$ cat src/rtl/alu_arb_pkg.sv
// Shared definitions for the ALU arbiter: FSM state encoding and ALU opcode constants.
package alu_arb_pkg;

    typedef enum logic [1:0] {
        ST_IDLE = 2'd0,
        ST_EXEC = 2'd1,
        ST_RESP = 2'd2
    } state_t;

    localparam logic [3:0] OP_ADDI = 4'b0000;
    localparam logic [3:0] OP_SUB  = 4'b0001;
    localparam logic [3:0] OP_SRLI = 4'b0011;
    localparam logic [3:0] OP_LUI  = 4'b1000;
    localparam logic [3:0] OP_ORI  = 4'b1001;
    localparam logic [3:0] OP_SLLI = 4'b1100;

endpackage

$ cat src/rtl/rr_picker.sv
// Combinational picker: first set request at or above the start index (with wrap).
// Tying the start index to zero gives fixed lowest-index priority.
module rr_picker
    import alu_arb_pkg::*;
#(
    parameter  int N  = 4,
    localparam int IW = $clog2(N)
) (
    input  logic [N-1:0]  req,
    input  logic [IW-1:0] start,
    output logic [N-1:0]  grant,
    output logic [IW-1:0] idx,
    output logic          any
);

    always_comb begin
        int k;
        k     = 0;
        grant = '0;
        idx   = '0;
        any   = 1'b0;
        for (int i = 0; i < N; i++) begin
            k = (int'(start) + i) % N;
            if (!any && req[k]) begin
                any      = 1'b1;
                grant[k] = 1'b1;
                idx      = IW'(k);
            end
        end
    end

endmodule

$ cat src/rtl/alu_arbiter.sv
// Shares one ALU among NUM_REQ requesters: grant, execute, respond over valid/ready.
// Define ALU_ARB_RR_EN for round-robin arbitration; otherwise lowest index wins.
module alu_arbiter
    import alu_arb_pkg::*;
#(
    parameter  int NUM_REQ    = 4,
    parameter  int DATA_WIDTH = 32,
    localparam int ID_WIDTH   = $clog2(NUM_REQ)
) (
    input  logic                          clk,
    input  logic                          reset,
    input  logic [NUM_REQ-1:0]            req_valid_i,
    input  logic [4*NUM_REQ-1:0]          req_op_i,
    input  logic [DATA_WIDTH*NUM_REQ-1:0] req_a_i,
    input  logic [DATA_WIDTH*NUM_REQ-1:0] req_b_i,
    output logic [NUM_REQ-1:0]            req_ready_o,
    output logic                          resp_valid_o,
    input  logic                          resp_ready_i,
    output logic [ID_WIDTH-1:0]           resp_id_o,
    output logic [DATA_WIDTH-1:0]         resp_result_o,
    output logic                          resp_zero_o,
    output logic [3:0]                    ALU_Operation_o,
    output logic [DATA_WIDTH-1:0]         A_o,
    output logic [DATA_WIDTH-1:0]         B_o,
    input  logic [DATA_WIDTH-1:0]         ALU_Result_i,
    input  logic                          Zero_i,
    output logic                          busy_o
);

    state_t                state_reg;
    logic [3:0]            op_reg;
    logic [DATA_WIDTH-1:0] a_reg;
    logic [DATA_WIDTH-1:0] b_reg;
    logic [DATA_WIDTH-1:0] result_reg;
    logic                  zero_reg;
    logic [ID_WIDTH-1:0]   id_reg;

    logic [3:0]            op_arr [NUM_REQ];
    logic [DATA_WIDTH-1:0] a_arr  [NUM_REQ];
    logic [DATA_WIDTH-1:0] b_arr  [NUM_REQ];

    genvar gi;
    generate
        for (gi = 0; gi < NUM_REQ; gi++) begin : g_unpack
            assign op_arr[gi] = req_op_i[4*gi +: 4];
            assign a_arr[gi]  = req_a_i[DATA_WIDTH*gi +: DATA_WIDTH];
            assign b_arr[gi]  = req_b_i[DATA_WIDTH*gi +: DATA_WIDTH];
        end
    endgenerate

    logic [ID_WIDTH-1:0] start_ptr;
    logic [NUM_REQ-1:0]  grant;
    logic [ID_WIDTH-1:0] win_idx;
    logic                win_any;

`ifdef ALU_ARB_RR_EN
    logic [ID_WIDTH-1:0] ptr_reg;
    assign start_ptr = ptr_reg;
`else
    assign start_ptr = '0;
`endif

    rr_picker #(.N(NUM_REQ)) u_picker (
        .req   (req_valid_i),
        .start (start_ptr),
        .grant (grant),
        .idx   (win_idx),
        .any   (win_any)
    );

    // The accept pulse must coincide with the capture edge, so it is decoded from IDLE
    // directly; it is suppressed while reset is held so nothing is accepted and dropped.
    assign req_ready_o     = (state_reg == ST_IDLE && reset) ? grant : '0;
    assign resp_valid_o    = (state_reg == ST_RESP);
    assign busy_o          = (state_reg != ST_IDLE);
    assign resp_id_o       = id_reg;
    assign resp_result_o   = result_reg;
    assign resp_zero_o     = zero_reg;
    assign ALU_Operation_o = op_reg;
    assign A_o             = a_reg;
    assign B_o             = b_reg;

    always_ff @(posedge clk) begin
        if (!reset) begin
            state_reg  <= ST_IDLE;
            op_reg     <= '0;
            a_reg      <= '0;
            b_reg      <= '0;
            id_reg     <= '0;
            result_reg <= '0;
            zero_reg   <= 1'b0;
`ifdef ALU_ARB_RR_EN
            ptr_reg    <= '0;
`endif
        end else begin
            case (state_reg)
                ST_IDLE: begin
                    if (win_any) begin
                        op_reg    <= op_arr[win_idx];
                        a_reg     <= a_arr[win_idx];
                        b_reg     <= b_arr[win_idx];
                        id_reg    <= win_idx;
                        state_reg <= ST_EXEC;
`ifdef ALU_ARB_RR_EN
                        ptr_reg   <= (win_idx == ID_WIDTH'(NUM_REQ - 1)) ? '0 : win_idx + 1'b1;
`endif
                    end
                end
                ST_EXEC: begin
                    result_reg <= ALU_Result_i;
                    zero_reg   <= Zero_i;
                    state_reg  <= ST_RESP;
                end
                ST_RESP: begin
                    if (resp_ready_i) begin
                        state_reg <= ST_IDLE;
                    end
                end
                default: state_reg <= ST_IDLE;
            endcase
        end
    end

endmodule

$ cat config.mk
export PLATFORM = sky130hd
export DESIGN_NAME = alu_arbiter
export DESIGN_NICKNAME = d
export VERILOG_FILES = /design/src/rtl/alu_arb_pkg.sv /design/src/rtl/rr_picker.sv /design/src/rtl/alu_arbiter.sv
export SDC_FILE = /design/constraint.sdc
export NUM_CORES = 1
export LEC_CHECK = 0
export CORE_AREA = 2 2 164 166
export DETAILED_ROUTE_END_ITERATION = 10
export DIE_AREA = 0 0 166 168
export GPL_ROUTABILITY_DRIVEN = 0
export GPL_TIMING_DRIVEN = 1
export PLACE_DENSITY = 0.59
export SYNTH_ARGS = -nofsm -noshare
export SYNTH_HDL_FRONTEND = slang
export SYNTH_SLANG_ARGS = --single-unit
$ cat constraint.sdc
create_clock -name clk -period 2.9 [get_ports clk]
set_input_delay 0.29 -clock clk [delete_from_list [all_inputs] [get_ports clk]]
set_output_delay 0.29 -clock clk [all_outputs]
set_load 0.05 [all_outputs]
==> results.toml <==
[logic_synthesis]
syn_area_per_cell_um2 = 7.781
synth_flop_cell = "dfxtp_1"
ys_top_cells_by_area = "dfxtp_1 (37%), a21oi_1 (12%), nand2_1 (9.2%)"
synth_nets = 1033
synth_top_area_share_pct = 37.47
synth_top_family_by_area = "compound AO/OA/AOI/OAI gates"
synth_cell_type_count = 29
synth_edf_count = 0
synth_warnings = 0
synthAdderAreaFrac_pct = 0
synth_cells = 721
synth_largest_area_cell = "dfxtp_1"
yosys.area_share.simple_pct = 20.38
muxShareOfSynthArea_pct = 0
synth_xor_area_share_pct = 0
seq_area_frac_synth_pct = 37.47
syn_area_um2 = 5610
synth_seq_cells = 105
synthArstFlopShare_pct = 0
synth_compound_area_share_pct = 35.91

[detailed_routing]
dr.pass1.iters = 5
drc = 0
antenna_left = 0
wire_per_inst_um = 18.43
detail_route.wirelength_mm = 26.41
drt_iter0_markers = 357
vias = 6833
routed_via_density = 4.768

[sta]
tns_ns = 0
slew_viol_final = 0
hold_viol_final = 0
fin_crit_sh_pct = 81.17
fin_skew_ns = 0.008874
rsz0062_at_grt = "false"
slew_headroom_pct = 51.52
setup_viol = 0
min_period_ns = 2.354
fmax_ghz = 0.4248
worst_pin_slew_ns = 0.7272

[setup_path]
path_class = "flop to output pin"
worstPathRequired_ns = 2.61
endpoint_kind = "output pin"
rr_worst_depth = 6
arrival_ns = 2.06
critPathMaxFanout = 6
rrSetupSlack_ns = 0.82
worstSetupStartpoint = "state_reg[1]$_SDFFE_PN0P_"
endpoint = "req_ready_o[0]"
startpoint_type = "flop"
r2r_start = "state_reg[1]$_SDFFE_PN0P_"
r2r-end = "A_o[27]$_SDFFE_PN0P_"

[global_route]
grt_overflow = 0
antenna_found_initial = 0
grt_pass1_wl_mm = 39.12
grt_max_degree = 115
grtUsageTotal_pct = 17.91
grt_pass1_vias = 6674

[finish]
nFillCells = 2693
stdcell_area_um2 = 10390
drive_gt1_share_pct = 5.769
multi_input_area_um2 = 3168
diodes = 0
areaGrowthSynthToFinish_pct = 85.24
nets = 1399
ff_latch_area_um2 = 2102

[clocking]
numCtsBuffers = 9
clk_latency_ns = 0.35
ctsLongestPathBuffers = 2
post_cts_buffers = 0
tritoncts = "built"
cts_resized = 0
htreeDepth = 3
clock-sinks = 105
clockRootBuffer = "clkbuf_16"
clk_pin_slew_ns = 0.08
holdBufCountCts = 0

[worst_hold_path]
hold_path.class = "input pin to flop"

[power_and_ir_drop]
power_density_nw_per_um2 = 480.0
irDropWorstVdd_v = 0.0002431
leakagePower_nw = 3.618

[run_status]
status = "completed"

[placed_design]
dp_hpwl_mm = 19.36
io_buffers = 420
place_area_um2 = 10100

[die]
ioPinCount = 421
coreArea_um2 = 26350
dieArea_um2 = 27890
row_count = 60
die_y_um = 168
start_util_pct = 21.29
die_x_um = 166

[run]
cap_violations = 0
## worst max-delay path: stages (launching register included)
cell             delay [ns]
dfxtp_1                0.34
nor2_2                 0.33
and3_1                 0.21
clkdlybuf4s50_1        0.82
## placed cells by master, fill, tap and decap left out, types with 3 or more instances in the layout
cell type        count
inv_1                3
clkdlybuf4s50_1    414
buf_12               8
o21ai_0             63
clkbuf_16            9
nand2_1            137
a221oi_1            48
dfxtp_1            105
nand3b_1            68
buf_4               11
a221oi_2            19
a21oi_1            139
a21boi_0            33
clkinv_4             3
o21ai_1              5
## Yosys cell counts (2+ instances only)
| cell type | instances |
|---|---|
| o21ai_1 | 5 |
| o21ai_0 | 63 |
| or2_1 | 2 |
| and3_1 | 2 |
| dfxtp_1 | 105 |
| clkbuf_1 | 53 |
| buf_4 | 2 |
| a21oi_1 | 139 |
| buf_6 | 2 |
| a221oi_2 | 19 |
| nor2b_1 | 4 |
| nor3_1 | 2 |
| nand3b_1 | 68 |
| inv_1 | 3 |
| nand2_1 | 137 |
| nand2b_1 | 2 |
| a21boi_0 | 33 |
| buf_1 | 10 |
| a221oi_1 | 48 |
| buf_2 | 13 |
## worst min path at each step
| stage | end | slack [ns] | startpoint | depth (start not counted) |
|---|---|---|---|---|
| finish | state_reg[0]$_SDFFE_PN0P_ | 0.35 | reset | 3 |
| global placement | resp_id_o[0]$_SDFFE_PN0P_ | 0.44 | resp_id_o[0]$_SDFFE_PN0P_ | 2 |
| floorplan | state_reg[0]$_SDFFE_PN0P_ | 0.43 | req_valid_i[1] | 2 |
| CTS | state_reg[0]$_SDFFE_PN0P_ | 0.33 | reset | 3 |
| detailed placement | resp_id_o[0]$_SDFFE_PN0P_ | 0.45 | resp_id_o[0]$_SDFFE_PN0P_ | 2 |
| global route | state_reg[0]$_SDFFE_PN0P_ | 0.35 | reset | 3 |
## kinds of logic after synthesis
logic type / Yosys count
and+or+nand+nor: 223
AOI/OAI and AO/OA: 310
buffers and inverters: 83
DFF: 105
## final cells by class
cell class              count  area share (%)
clock buffers               9           2.167
clock inverters             7          0.6020
inverters                   3          0.1084
multi-input cells         533           30.48
flip-flops and latches    105           20.23
well taps                 341           4.105
repair buffers            435           42.31
## power breakdown
part           leakage [nW]  internal, mW  total [mW]  switching [mW]
clock network         0.144         0.603        1.23           0.631
logic                  2.61         0.873        2.06            1.18
registers             0.868          1.61        1.70          0.0849
## per-layer routing
metal  up-vias  wire (um)  GRT usage, %
met3        29       1875         4.748
met5         -          0             0
li1       3356          -             -
met1      3145      11420         22.54
met2       303      12570         30.27
met4         0        548         4.915
## per-stage QoR
stage | power, mW | utilization (%) | worst slack, ns | hold WS [ns] | instances
final | 4.988 | 39.44 | 0.5460 | 0.3508 | 1433
after global routing | 5.237 | 39.44 | 0.4784 | 0.3500 | 1433
after detailed placement | 3.792 | 38.35 | 0.5450 | 0.4451 | 1417
after CTS | 5.060 | 39.44 | 0.5437 | 0.3297 | 1433
after global placement | 3.786 | 38.35 | 0.5595 | 0.4402 | 1417
after floorplan | 2.825 | - | 0.2600 | 0.4330 | 721
Note: power is estimated with default switching activity, not from simulation.
